<file path="config.mk">
export PLATFORM = sky130hd
export DESIGN_NAME = mem_bridge
export DESIGN_NICKNAME = d
export VERILOG_FILES = /design/src/rtl/mem_bridge.sv
export SDC_FILE = /design/constraint.sdc
export NUM_CORES = 1
export LEC_CHECK = 0
export CORE_UTILIZATION = 49
export CTS_CLUSTER_DIAMETER = 120
export CTS_CLUSTER_SIZE = 12
export DETAILED_ROUTE_END_ITERATION = 8
export PLACE_DENSITY_LB_ADDON = 0.2
export SLEW_MARGIN = 20
export SYNTH_ARGS = -nofsm -noshare
export SYNTH_HDL_FRONTEND = slang
export SYNTH_SLANG_ARGS = --single-unit
</file>
<file path="constraint.sdc">
create_clock -name clk -period 11.7 [get_ports clk]
set_clock_uncertainty 0.1 [all_clocks]
set_input_delay 2.34 -clock clk [delete_from_list [all_inputs] [get_ports clk]]
set_output_delay 2.34 -clock clk [all_outputs]
set_load 0.005 [all_outputs]
</file>
<file path="src/rtl/mem_bridge.sv">
// mem_bridge
//   Turns a single core load/store request into one word-aligned valid/ready
//   bus transfer. It generates byte strobes and lane-replicated write data,
//   extracts and sign/zero-extends load data, and rejects misaligned or
//   reserved-size accesses without touching the bus. A bus that never answers
//   is abandoned after TIMEOUT cycles. Completion is a one-cycle core_ready
//   pulse, with core_fault and core_rdata valid in that cycle.
//
// Ports
//   clk, rst       clock; asynchronous active-high reset
//   core_req       request present (sampled only while idle)
//   core_we        1 = store, 0 = load
//   core_size      00 byte, 01 half, 10 word, 11 reserved
//   core_unsigned  1 = zero-extend load data, 0 = sign-extend
//   core_addr      byte address
//   core_wdata     right-aligned store data
//   core_rdata     extended load data (valid with core_ready)
//   core_ready     one-cycle completion pulse
//   core_fault     access failed (valid with core_ready)
//   bus_valid      bus request, held until bus_ready or timeout
//   bus_we         bus write
//   bus_addr       word-aligned address
//   bus_wdata      lane-replicated store data
//   bus_wstrb      byte strobes, 0000 on loads
//   bus_ready      bus completes the transfer this cycle
//   bus_rdata      read word (valid with bus_ready)
//   bus_err        bus error (valid with bus_ready)
//
// All outputs come straight from registers.

module mem_bridge #(
  parameter int unsigned TIMEOUT = 255
) (
  input  logic        clk,
  input  logic        rst,
  input  logic        core_req,
  input  logic        core_we,
  input  logic [1:0]  core_size,
  input  logic        core_unsigned,
  input  logic [31:0] core_addr,
  input  logic [31:0] core_wdata,
  output logic [31:0] core_rdata,
  output logic        core_ready,
  output logic        core_fault,
  output logic        bus_valid,
  output logic        bus_we,
  output logic [31:0] bus_addr,
  output logic [31:0] bus_wdata,
  output logic [3:0]  bus_wstrb,
  input  logic        bus_ready,
  input  logic [31:0] bus_rdata,
  input  logic        bus_err
);

  typedef enum logic [1:0] {
    IDLE  = 2'd0,
    ISSUE = 2'd1,
    DONE  = 2'd2
  } state_e;

  localparam logic [1:0] SZ_BYTE = 2'b00;
  localparam logic [1:0] SZ_HALF = 2'b01;
  localparam logic [1:0] SZ_WORD = 2'b10;

  // Last counter value before the outstanding access is abandoned.
  localparam logic [15:0] CNT_LAST = 16'(TIMEOUT - 1);

  // ---------------------------------------------------------------------------
  // Access decode helpers
  // ---------------------------------------------------------------------------
  function automatic logic is_illegal(input logic [1:0] size,
                                      input logic [1:0] off);
    logic bad;
    bad = 1'b0;
    case (size)
      SZ_BYTE: bad = 1'b0;
      SZ_HALF: bad = off[0];
      SZ_WORD: bad = (off != 2'b00);
      default: bad = 1'b1;
    endcase
    return bad;
  endfunction

  function automatic logic [3:0] strobe_for(input logic [1:0] size,
                                            input logic [1:0] off);
    logic [3:0] s;
    s = 4'b0000;
    case (size)
      SZ_BYTE: s = 4'b0001 << off;
      SZ_HALF: s = off[1] ? 4'b1100 : 4'b0011;
      default: s = 4'b1111;
    endcase
    return s;
  endfunction

  function automatic logic [31:0] wdata_for(input logic [1:0]  size,
                                            input logic [31:0] wd);
    logic [31:0] w;
    w = wd;
    case (size)
      SZ_BYTE: w = {4{wd[7:0]}};
      SZ_HALF: w = {2{wd[15:0]}};
      default: w = wd;
    endcase
    return w;
  endfunction

  // Shifting the word right by the lane offset brings the addressed byte or
  // half down to bit 0, so extraction is a fixed slice afterwards.
  function automatic logic [31:0] load_extract(input logic [1:0]  size,
                                               input logic        uns,
                                               input logic [1:0]  off,
                                               input logic [31:0] rd);
    logic [31:0] sh_b;
    logic [31:0] sh_h;
    logic [31:0] r;
    sh_b = rd >> {off, 3'b000};
    sh_h = rd >> {off[1], 4'b0000};
    r    = rd;
    case (size)
      SZ_BYTE: r = {{24{~uns & sh_b[7]}}, sh_b[7:0]};
      SZ_HALF: r = {{16{~uns & sh_h[15]}}, sh_h[15:0]};
      default: r = rd;
    endcase
    return r;
  endfunction

  // ---------------------------------------------------------------------------
  // State
  // ---------------------------------------------------------------------------
  state_e      state_q, state_d;
  logic [15:0] cnt_q, cnt_d;
  logic [1:0]  size_q, size_d;
  logic        uns_q, uns_d;
  logic [1:0]  off_q, off_d;

  logic [31:0] core_rdata_q, core_rdata_d;
  logic        core_ready_q, core_ready_d;
  logic        core_fault_q, core_fault_d;
  logic        bus_valid_q, bus_valid_d;
  logic        bus_we_q, bus_we_d;
  logic [31:0] bus_addr_q, bus_addr_d;
  logic [31:0] bus_wdata_q, bus_wdata_d;
  logic [3:0]  bus_wstrb_q, bus_wstrb_d;

  logic        req_illegal;
  assign req_illegal = is_illegal(core_size, core_addr[1:0]);

  // ---------------------------------------------------------------------------
  // Next-state and output logic
  // ---------------------------------------------------------------------------
  always_comb begin
    state_d      = state_q;
    cnt_d        = cnt_q;
    size_d       = size_q;
    uns_d        = uns_q;
    off_d        = off_q;
    core_rdata_d = core_rdata_q;
    core_ready_d = 1'b0;
    core_fault_d = core_fault_q;
    bus_valid_d  = bus_valid_q;
    bus_we_d     = bus_we_q;
    bus_addr_d   = bus_addr_q;
    bus_wdata_d  = bus_wdata_q;
    bus_wstrb_d  = bus_wstrb_q;

    unique case (state_q)
      IDLE: begin
        if (core_req) begin
          if (req_illegal) begin
            state_d      = DONE;
            core_ready_d = 1'b1;
            core_fault_d = 1'b1;
            core_rdata_d = '0;
          end else begin
            state_d     = ISSUE;
            cnt_d       = '0;
            size_d      = core_size;
            uns_d       = core_unsigned;
            off_d       = core_addr[1:0];
            bus_valid_d = 1'b1;
            bus_we_d    = core_we;
            bus_addr_d  = {core_addr[31:2], 2'b00};
            bus_wdata_d = wdata_for(core_size, core_wdata);
            bus_wstrb_d = core_we ? strobe_for(core_size, core_addr[1:0]) : 4'b0000;
          end
        end
      end

      ISSUE: begin
        // A response on the timeout cycle wins over the timeout.
        if (bus_ready) begin
          state_d      = DONE;
          bus_valid_d  = 1'b0;
          core_ready_d = 1'b1;
          core_fault_d = bus_err;
          if (bus_err || bus_we_q) begin
            core_rdata_d = '0;
          end else begin
            core_rdata_d = load_extract(size_q, uns_q, off_q, bus_rdata);
          end
        end else if (cnt_q == CNT_LAST) begin
          state_d      = DONE;
          bus_valid_d  = 1'b0;
          core_ready_d = 1'b1;
          core_fault_d = 1'b1;
          core_rdata_d = '0;
        end else begin
          cnt_d = cnt_q + 16'd1;
        end
      end

      DONE: begin
        state_d = IDLE;
      end

      default: begin
        state_d     = IDLE;
        bus_valid_d = 1'b0;
      end
    endcase
  end

  // ---------------------------------------------------------------------------
  // Registers
  // ---------------------------------------------------------------------------
  always_ff @(posedge clk or posedge rst) begin
    if (rst) begin
      state_q      <= IDLE;
      cnt_q        <= '0;
      size_q       <= '0;
      uns_q        <= 1'b0;
      off_q        <= '0;
      core_rdata_q <= '0;
      core_ready_q <= 1'b0;
      core_fault_q <= 1'b0;
      bus_valid_q  <= 1'b0;
      bus_we_q     <= 1'b0;
      bus_addr_q   <= '0;
      bus_wdata_q  <= '0;
      bus_wstrb_q  <= '0;
    end else begin
      state_q      <= state_d;
      cnt_q        <= cnt_d;
      size_q       <= size_d;
      uns_q        <= uns_d;
      off_q        <= off_d;
      core_rdata_q <= core_rdata_d;
      core_ready_q <= core_ready_d;
      core_fault_q <= core_fault_d;
      bus_valid_q  <= bus_valid_d;
      bus_we_q     <= bus_we_d;
      bus_addr_q   <= bus_addr_d;
      bus_wdata_q  <= bus_wdata_d;
      bus_wstrb_q  <= bus_wstrb_d;
    end
  end

  assign core_rdata = core_rdata_q;
  assign core_ready = core_ready_q;
  assign core_fault = core_fault_q;
  assign bus_valid  = bus_valid_q;
  assign bus_we     = bus_we_q;
  assign bus_addr   = bus_addr_q;
  assign bus_wdata  = bus_wdata_q;
  assign bus_wstrb  = bus_wstrb_q;

endmodule
</file>
## Word level (Yosys, flattened, before mapping)

Index checks and enable logic that the tools add are counted.

- Flip-flop bits (word level): 125
- Bits in latches: 0
- Bits in writable memories: 0
- Bits in read-only memories: 0
- Bits of input ports: 105
- Output and inout bits: 104
- Word-level logic and storage cells: 82
- Memories: 0

- $add $sub $neg: 1
- $mul: 0
- Div/mod/pow operators: 0
- Order comparisons: 0
- Equality and inequality tests: 12
- Shift-type cells: 3
- Muxes and demuxes: 37
- Bitwise logic cells: 5
- Reductions and logical operators: 11

Operators by type and width:

| cell | number |
|---|---|
| case mux 32 bit (2 select lines) | 3 |
| 2-to-1 mux 32 bit | 5 |
| 2-to-1 mux 16 bit | 4 |
| case mux 16 bit (2 select lines) | 1 |
| >> shifter 32 x 5 -> 16 bit | 1 |
| >> shifter 32 x 5 -> 8 bit | 1 |
| adder 16 x 1 -> 16 bit, second input constant | 1 |
| equality test 16 x 8 -> 1 bit, second input constant | 1 |
| 2-to-1 mux 1 bit | 12 |
| inequality test 2 bit, second input constant | 5 |
| 2-to-1 mux 2 bit | 4 |
| 2-to-1 mux 4 bit | 2 |
| case mux 4 bit (2 select lines) | 1 |
| AND reduction 4 bit | 2 |
| equality test 2 x 1 -> 1 bit, second input constant | 3 |
| zero test 2 bit | 3 |
| case mux 1 bit (3 select lines) | 2 |
| AND reduction 5 bit | 1 |
| equality test 2 bit, second input constant | 2 |
| case mux 1 bit (2 select lines) | 2 |
| case mux 2 bit (2 select lines) | 1 |
| nonzero test 2 bit | 2 |
| << shifter 1 x 2 -> 4 bit, first input constant | 1 |
| inequality test 3 bit, second input constant | 1 |
| 5 further kinds | 8 |

## Longest topological paths before layout

Gate-level depths: netlist of the first run.

- Depth after elaboration: 6
- Depth in mapped cells: 8
- Gate-level depth less buffers: 6

## Worst setup path before layout of the first run

Ideal clock, no wire load.

- Path kind: input to register
- Start: input core_size[0]
- End: register bus_wdata_q[10] (netlist: bus_wdata[10])
- Library setup time: 133 ps
- Data arrival time: 3480 ps
- Required time: 11467 ps
- Path slack: 7986 ps
- Stages on the path: 4
- Buffers on the path: 1
- Cell sequence: buf_1 -> nor2_1 -> mux2i_1 -> o21ai_0

- Longest elaborated chain between the ends: 4

RTL lines:

| element | line | RTL |
|---|---|---|
| start: declaration | 38 | `input logic [1:0] core_size,` |
| equality test 2 bit, or another cell as far along | 75 | `case (size)` |
| case mux 1 bit (3 select lines) | 75 |  |
| inverter 1 bit (no source line) | -- |  |
| AND reduction 3 bit (no source line) | -- |  |
| end signal: assignment | 254 | `bus_wdata_q <= bus_wdata_d;` |
| end: declaration | 143 | `logic [31:0] bus_wdata_q, bus_wdata_d;` |

Several ways; a longest one is shown, not always the timed one.
A chain may end at the register's enable or synchronous reset.

## Final worst setup path of the first run

- Start: input core_size[0]
- End: register bus_addr_q[23] (netlist: bus_addr[23])

- Longest elaborated chain between the ends: 4

RTL lines:

| element | line | RTL |
|---|---|---|
| equality test 2 bit, or another cell as far along | 75 |  |
| case mux 1 bit (3 select lines) * | 75 |  |
| inverter 1 bit (no source line) * | -- |  |
| AND reduction 3 bit (no source line) * | -- |  |
| end signal: assignment | 253 | `bus_addr_q <= bus_addr_d;` |
| end: declaration | 142 | `logic [31:0] bus_addr_q, bus_addr_d;` |

Every way passes the cells marked *; elsewhere a longest branch is shown, timed or not.

==> results.cfg, run 1 <==
[run_status]
outcome = finished clean

[detailed_routing]
dr_wl_met3_um = 1560
via_per_inst = 5.88
top_layer = met4
totalWireLength_um = 17000
drc_errors = 0
met1_length_um = 6630
routedWlPerCell_um = 18.6
drt_pass1_iterations = 5
via_count = 5349
wl_met2_um = 8370
ant_nets = 0
drt_iter0_markers = 409

[critical_path]
slowest_delay_ps = 890
cp-start-kind = input port
reg2reg_from = cnt_q[0]
crit_type = input port to register
ff2ff_setup_slack_ps = 8980
r2r.worst_path.cells = 6
rr_endpoint = cnt_q[1]
critPathMaxFanout = 105
cp.arrival_ps = 5070
cp_slowest_cell = clkdlybuf4s50_1
path_cells = clkdlybuf4s50_1 -> a21oi_1 -> o21ai_4 -> buf_4 -> mux2_2
cp.required_ps = 11890
crit_start = core_size[0]
cp-end-kind = register

[sta]
finalSetupTns_ps = 0
fmax_ghz = 0.205
hold_viol = 0
tightest_slew_ps = 1020
timing.hold.ws_ps = 380
finalSetupViolCount = 0
slew_headroom_pct = 32.2
setup_ws_ps = 6820
drv_slew = 0
grt_setup_unrepaired = false
post-route-period-util_pct = 41.7
layout_min_cycle_time_ps = 4880

[logic_synthesis]
synth_flop_cell = dfrtp_1
synth_top_area_share_pct = 52.4
syn_area_mm2 = 0.00597
synthCells = 570
yosysSeqAreaShare_pct = 52.4
synth-async-reset-ratio_pct = 100
synth_edf_count = 0
synth_seq_cells = 125
synth_area_per_cell_um2 = 10.5
synthTopCellsByArea = dfrtp_1 52%, mux2_2 8.5%, mux2i_1 6.5%, o21ai_0 5.8%, o22ai_1 3.4%
yosys.area.top_type = dfrtp_1
synth_cell_types = 46
ys_warn_count = 0

[clock_tree]
cts.sinks = 125
cts_made_buffers = 17
cts-resized-gates = 0
worst_skew_pair.late_latency_ps = 410
cts_tree = built
cts_hold_buf = 0
cts.clk_slew.worst_paths_ps = 50
post-cts-setup-buffer-count = 0
cts_max_path_buffers = 2
cts-htree-levels = 4
clockRootBuffer = clkbuf_16

[global_route]
grt_pass1_vias = 5422
grt_pass1_wl_um = 27400
grt_max_degree = 106
grt_antenna_before_repair = 0
grt_use_total_pct = 27.9
overflow = 0

[finish]
num-fill-cells = 812
num_antenna_cells = 0
final_util_pct = 73.9
final_nets = 865
area_growth_pct = 44.3
drive_gt1_share_pct = 11.7
fin_area_mm2 = 0.00862

[floorplanning]
core_area_mm2 = 0.0117
fp-row-count = 39
initial_core_util_pct = 51.2
ios = 209
die_h_um = 112
die_w_um = 112
dieArea_mm2 = 0.0126

[placement]
port_buffers = 206
dp_slack_ps = 6400
place_congestion = 0.829
dp_hpwl_um = 11700
dpl_cell_area_mm2 = 0.00807

[worst_hold_path]
hold_end = bus_wstrb[1]
hold_class = register to register
min_path_cells = 2
hold_start = bus_wstrb[1]

[power]
max-vdd-ir-drop_uv = 139
power_density_mw_per_mm2 = 195
p_leak_nw = 3.55

[flow_run]
max_cap_viol_count = 0
registers in the layout, summed over array words and instances, names as in the netlist:
| register | count |
|---|---|
| bus_addr | 30 |
| bus_valid | 1 |
| bus_wdata | 32 |
| bus_we | 1 |
| bus_wstrb | 4 |
| cnt_q | 16 |
| core_fault | 1 |
| core_rdata | 32 |
| core_ready | 1 |
| off_q | 2 |
| size_q | 2 |
| state_q | 2 |
| uns_q | 1 |
layout by cell type (no fill, tap or decap), types with 3 or more instances in the layout:
| master | synthesis | final |
|---|---|---|
| a21oi_1 | 25 | 25 |
| buf_4 | 2 | 6 |
| clkbuf_16 | 0 | 17 |
| clkbuf_8 | 0 | 3 |
| clkdlybuf4s50_1 | 0 | 206 |
| clkinv_2 | 0 | 5 |
| dfrtp_1 | 125 | 125 |
| inv_1 | 9 | 8 |
| mux2_2 | 45 | 45 |
| mux2i_1 | 39 | 39 |
| nand2_1 | 47 | 47 |
| nand2b_1 | 4 | 4 |
| nand3_1 | 5 | 5 |
| nor2_1 | 14 | 14 |
| nor2b_1 | 11 | 11 |
| nor3_1 | 13 | 12 |
| o21a_1 | 3 | 3 |
| o21ai_0 | 69 | 68 |
| o21ai_1 | 30 | 30 |
| o22ai_1 | 32 | 32 |
| o31ai_1 | 7 | 7 |
| or3_1 | 11 | 11 |
| or4_1 | 6 | 5 |
cells by family (layout without fill, tap and decap cells):
group                      count (synthesis)  after routing  synth area share, %
and+or+nand+nor                          130            130                 11.5
AOI/OAI and AO/OA                        174            174                 16.1
buffers and inverters                     53            249                 4.02
DFF                                      125            125                 52.4
other                                      1              2               0.0628
adders and majority gates                  2              2                0.419
muxes                                     85             85                 15.4
metal layers:
| metal | track usage (%) | vias up |
|---|---|---|
| met1 | 33.1 | 2597 |
| li1 | - | 2445 |
| met2 | 46.6 | 275 |
| met4 | 11.7 | 0 |
| met3 | 9.56 | 32 |
| met5 | 0 | - |
worst max-delay path by stage:
stage                              end  slack, ps  cells past startpoint
after CTS                 bus_addr[20]       6830                      5
after detailed placement  bus_wdata[3]       6400                      5
final                     bus_addr[23]       6820                      5
after floorplan           bus_addr[10]       5930                      1
after global routing      bus_wdata[4]       6680                      5
after global placement    bus_addr[28]       6470                      5
through the flow:
stage | cells | total power [mW]
after floorplan | 571 | 0.868
after global placement | 882 | 1.18
after detailed placement | 882 | 1.20
after CTS | 910 | 1.69
after global routing | 910 | 1.77
final | 910 | 1.68
layout make-up:
type | instances | area (um^2) | area share [%]
timing repair buffer | 212 | 2110 | 24.5
clock buffer | 20 | 467 | 5.42
tap | 143 | 179 | 2.08
sequential | 125 | 3130 | 36.3
clock inverter | 8 | 70.1 | 0.813
inverter | 9 | 36.3 | 0.421
multi-input combinational | 393 | 2630 | 30.5
synth_stat cells (all sizes together) (4+ instances only):
master,number
a21oi,25
buf,17
clkbuf,27
dfrtp,125
inv,9
mux2,45
mux2i,39
nand2,47
nand2b,4
nand3,5
nor2,14
nor2b,11
nor3,13
o21ai,99
o22ai,32
o31ai,7
or3,11
or4,6
worst max-delay path, delay by kind of cell:
kind | cells | cell delay (ps)
AO/OA/AOI/OAI | 2 | 540
buffers and inverters | 2 | 1710
multiplexers | 1 | 430
power breakdown:
group,switching [mW],total (mW),leakage [nW],internal [mW]
clock network,0.181,0.483,0.265,0.301
logic,0.221,0.555,1.69,0.334
registers,0.0932,0.646,1.59,0.553
total,0.496,1.68,3.55,1.19
No activity file was read; power rests on OpenSTA's default activity.
==> inputs of run 2 (changes only) <==
- CORE_UTILIZATION: 49 -> 46
- clock period: 11.7 -> 4.9 ns (I/O delays scaled with it)
==> results.cfg, run 2 (synthesized netlist as in run 1, its figures left out) <==
[critical_path]
cp-end-kind = register
cp-start-kind = input port
cp.required_ps = 5090
crit_type = input port to register
critPathMaxFanout = 53
r2r.worst_path.cells = 6
cp.arrival_ps = 2970

[worst_hold_path]
min_path_cells = 2
hold_class = register to register

[clock_tree]
cts.sinks = 125
cts_tree = built
cts-resized-gates = 0
cts.clk_slew.worst_paths_ps = 50
cts_max_path_buffers = 2
cts-htree-levels = 4
worst_skew_pair.late_latency_ps = 410
cts_made_buffers = 17
post-cts-setup-buffer-count = 0
clockRootBuffer = clkbuf_16
cts_hold_buf = 0

[sta]
drv_slew = 0
slew_headroom_pct = 31.8
grt_setup_unrepaired = false
hold_viol = 0
post-route-period-util_pct = 56.6
fmax_ghz = 0.361
tightest_slew_ps = 1020
setup_ws_ps = 2130
finalSetupViolCount = 0
layout_min_cycle_time_ps = 2770
finalSetupTns_ps = 0

[finish]
drive_gt1_share_pct = 11.9
multi_input_comb_area_mm2 = 0.00263
regArea_mm2 = 0.00313
final_cell_mix = 206 x clkdlybuf4s50_1, 125 x dfrtp_1, 68 x o21ai_0
num_antenna_cells = 0
area_growth_pct = 46.5
final_util_pct = 69.3
num-fill-cells = 989
final_nets = 868
layout_commonest_cell = clkdlybuf4s50_1
finalNonFillerCells = 946

[placement]
dp_slack_ps = 1700
dp_hpwl_um = 11500
port_buffers = 206
place_inst = 914
place_congestion = 0.866

[detailed_routing]
drt_iter0_markers = 266
drc_errors = 0
via_count = 5230
via_per_inst = 5.53
routedWlPerCell_um = 17.4
drt_pass1_iterations = 4
ant_nets = 0
totalWireLength_um = 16500

[floorplanning]
dieArea_mm2 = 0.0134
ios = 209
fp-row-count = 41
initial_core_util_pct = 47.3
die_h_um = 116
core_area_mm2 = 0.0126
die_w_um = 116

[run_status]
outcome = finished clean

[power]
p_leak_nw = 3.60
max-vdd-ir-drop_uv = 301
fin_total_pwr_mw = 4.12
power_density_mw_per_mm2 = 472

[flow_run]
max_cap_viol_count = 0

[global_route]
overflow = 0
grt_pass1_wl_um = 25800
grt_antenna_before_repair = 0
grt_max_degree = 64
grt_pass1_vias = 5195
grt_use_total_pct = 25.4
-- run 2: cell types whose count changed in the layout (fill, tap and decap cells not counted) --
cell | before | now
bufinv_16 | 1 | 3
clkinv_2 | 5 | 4
clkinvlp_4 | 2 | 0
clkbuf_1 | 0 | 5
buf_12 | 0 | 1
buf_4 | 6 | 8
-- run 2: worst paths after layout --
path,startpoint,to,slack [ps]
max reg2reg,cnt_q[0],core_rdata[30],2190
min,bus_wdata[13],bus_wdata[13],380
min reg2reg,bus_wdata[13],bus_wdata[13],380
max in group asynchronous,rst,core_rdata[22],2800
min in group asynchronous,rst,bus_addr[28],970
max,core_size[1],bus_wdata[5],2130
-- run 2: layout make-up --
cell class	instances	share of cell area (%)
multi-input cells	393	30.1
repair buffers	215	24.5
inverters	9	0.415
clock buffers	25	5.55
clock inverters	7	1.26
well taps	172	2.46
flip-flops and latches	125	35.8
-- run 2: per-stage QoR --
step | area [um^2] | hold slack, ps
floorplan | 5970 | 365
global placement | 8140 | 363
detailed placement | 8150 | 370
CTS | 8740 | 386
global route | 8750 | 411
finish | 8750 | 380
-- run 2: metal layers --
metal	track usage (%)	wire length, um	up-vias
met5	0	0	-
met4	11.8	400	0
met3	7.95	1380	28
met2	41.1	7890	224
met1	31.2	6830	2513
li1	-	-	2465
-- run 2: worst max-delay path: stages --
cell and delay (ps):
clkdlybuf4s50_1 450, buf_4 320, a21oi_1 140, o21ai_4 200, buf_4 440, mux2_2 400
-- run 2: power breakdown --
part / total, mW / switching, mW / leakage [nW] / internal (mW)
Sequential: 1.54 / 0.221 / 1.59 / 1.32
Combinational: 1.32 / 0.516 / 1.71 / 0.801
Clock: 1.27 / 0.430 / 0.295 / 0.836
Total: 4.12 / 1.17 / 3.60 / 2.96
==> inputs of run 3 (changes only) <==
- CORE_UTILIZATION: 46 -> 41
- clock period: 4.9 -> 2.2 ns (I/O delays scaled with it)
==> results.cfg, run 3 (synthesized netlist as in run 1, its figures left out) <==
[critical_path]
critPathMaxFanout = 34
cp-start-kind = register
reg2reg_from = cnt_q[0]
r2r.worst_path.cells = 7
crit_type = register to register
cp.arrival_ps = 2390
ff2ff_setup_slack_ps = -0.07
rr_endpoint = core_rdata[26]
cp-end-kind = register
cp.required_ps = 2390

[sta]
slew_headroom_pct = 40.2
timing.hold.ws_ps = 259
hold_viol = 0
fmax_ghz = 0.455
grt_setup_unrepaired = true
layout_min_cycle_time_ps = 2200
setup_ws_ps = -0.0697
post-route-period-util_pct = 100
drv_slew = 0
finalSetupViolCount = 1
tightest_slew_ps = 894

[finish]
fin_area_mm2 = 0.00905
final_cell_mix = 206 x clkdlybuf4s50_1, 125 x dfrtp_1, 66 x o21ai_0
num-fill-cells = 1138
regArea_mm2 = 0.00313
drive_gt1_share_pct = 16.3
final_nets = 901
layout_commonest_cell = clkdlybuf4s50_1
num_antenna_cells = 0
multi_input_comb_area_mm2 = 0.00265
area_growth_pct = 51.7

[clock_tree]
cts_tree = built
cts-resized-gates = 4
cts-htree-levels = 4
cts_max_path_buffers = 2
cts_hold_buf = 0
cts_made_buffers = 17
clockRootBuffer = clkbuf_16
cts.clk_slew.worst_paths_ps = 60
worst_skew_pair.late_latency_ps = 410
post-cts-setup-buffer-count = 0
cts.sinks = 125

[global_route]
grt_max_degree = 53
grt_use_total_pct = 24.1
overflow = 0
grt_antenna_before_repair = 0
grt_pass1_vias = 5501
grt_pass1_wl_um = 27800

[placement]
place_congestion = 0.885
dp_slack_ps = -395
port_buffers = 206
dp_hpwl_um = 12700
dpl_cell_area_mm2 = 0.00850

[run_status]
violations = negative setup slack
outcome = finished with violations

[detailed_routing]
totalWireLength_um = 17500
ant_nets = 0
via_count = 5365
drt_pass1_iterations = 5
routedWlPerCell_um = 17.7
drt_iter0_markers = 267
via_per_inst = 5.44
drc_errors = 0

[floorplanning]
fp-row-count = 43
initial_core_util_pct = 42.5
core_area_mm2 = 0.0140
die_h_um = 123
dieArea_mm2 = 0.0150
die_w_um = 123
ios = 209

[flow_run]
max_cap_viol_count = 0

[power]
p_leak_nw = 3.76
power_density_mw_per_mm2 = 1000
max-vdd-ir-drop_uv = 546

[worst_hold_path]
hold_class = input port to async pin
==> run 3: power by group <==
part / internal (mW) / leakage (nW) / switching, mW / total [mW]
sequential: 2.94 / 1.59 / 0.409 / 3.35
combinational: 1.94 / 1.92 / 1.30 / 3.24
clock: 1.51 / 0.256 / 0.970 / 2.48
total: 6.39 / 3.76 / 2.68 / 9.07
==> run 3: worst max path at each step <==
stage | start | to | slack, ps | cells after the start
2_1_floorplan | cnt_q[0] | core_rdata[0] | 40 | 8
3_3_place_gp | bus_rdata[7] | core_rdata[9] | -300 | 5
3_5_place_dp | bus_rdata[7] | core_rdata[10] | -400 | 5
4_1_cts | cnt_q[0] | core_rdata[13] | 0.7 | 7
5_1_grt | cnt_q[0] | core_rdata[29] | -80 | 7
6_report | cnt_q[0] | core_rdata[26] | -0.07 | 7
==> run 3: worst max-delay path, stage by stage, from the launching register on <==
cell and delay [ps]:
dfrtp_1 380, inv_1 60, ha_1 150, or4b_4 480, or4_4 450, buf_12 190, o21ai_1 160, o22ai_1 100
==> run 3: metal layers <==
layer | wire length [um] | track usage (%) | vias up
li1 | - | - | 2512
met1 | 7000 | 28.9 | 2600
met2 | 8580 | 39.6 | 217
met3 | 1430 | 8.18 | 36
met4 | 451 | 9.76 | 0
met5 | 0 | 0 | -
==> run 3: layout make-up <==
type / instances / share of cell area (%)
clock buffer: 24 / 5.32
sequential: 125 / 34.5
tap: 180 / 2.49
timing repair buffer: 248 / 27.5
multi-input combinational: 393 / 29.3
inverter: 9 / 0.415
clock inverter: 7 / 0.442
==> run 3: stage by stage <==
step	std cells	power, mW	util [%]	TNS (ps)
final	986	9.07	64.5	-0.0697
after global routing	986	9.55	64.5	-1610
after CTS	986	9.10	64.4	0
after detailed placement	955	6.59	60.6	-8440
after global placement	955	6.50	60.6	-6380
after floorplan	571	4.62	-	0
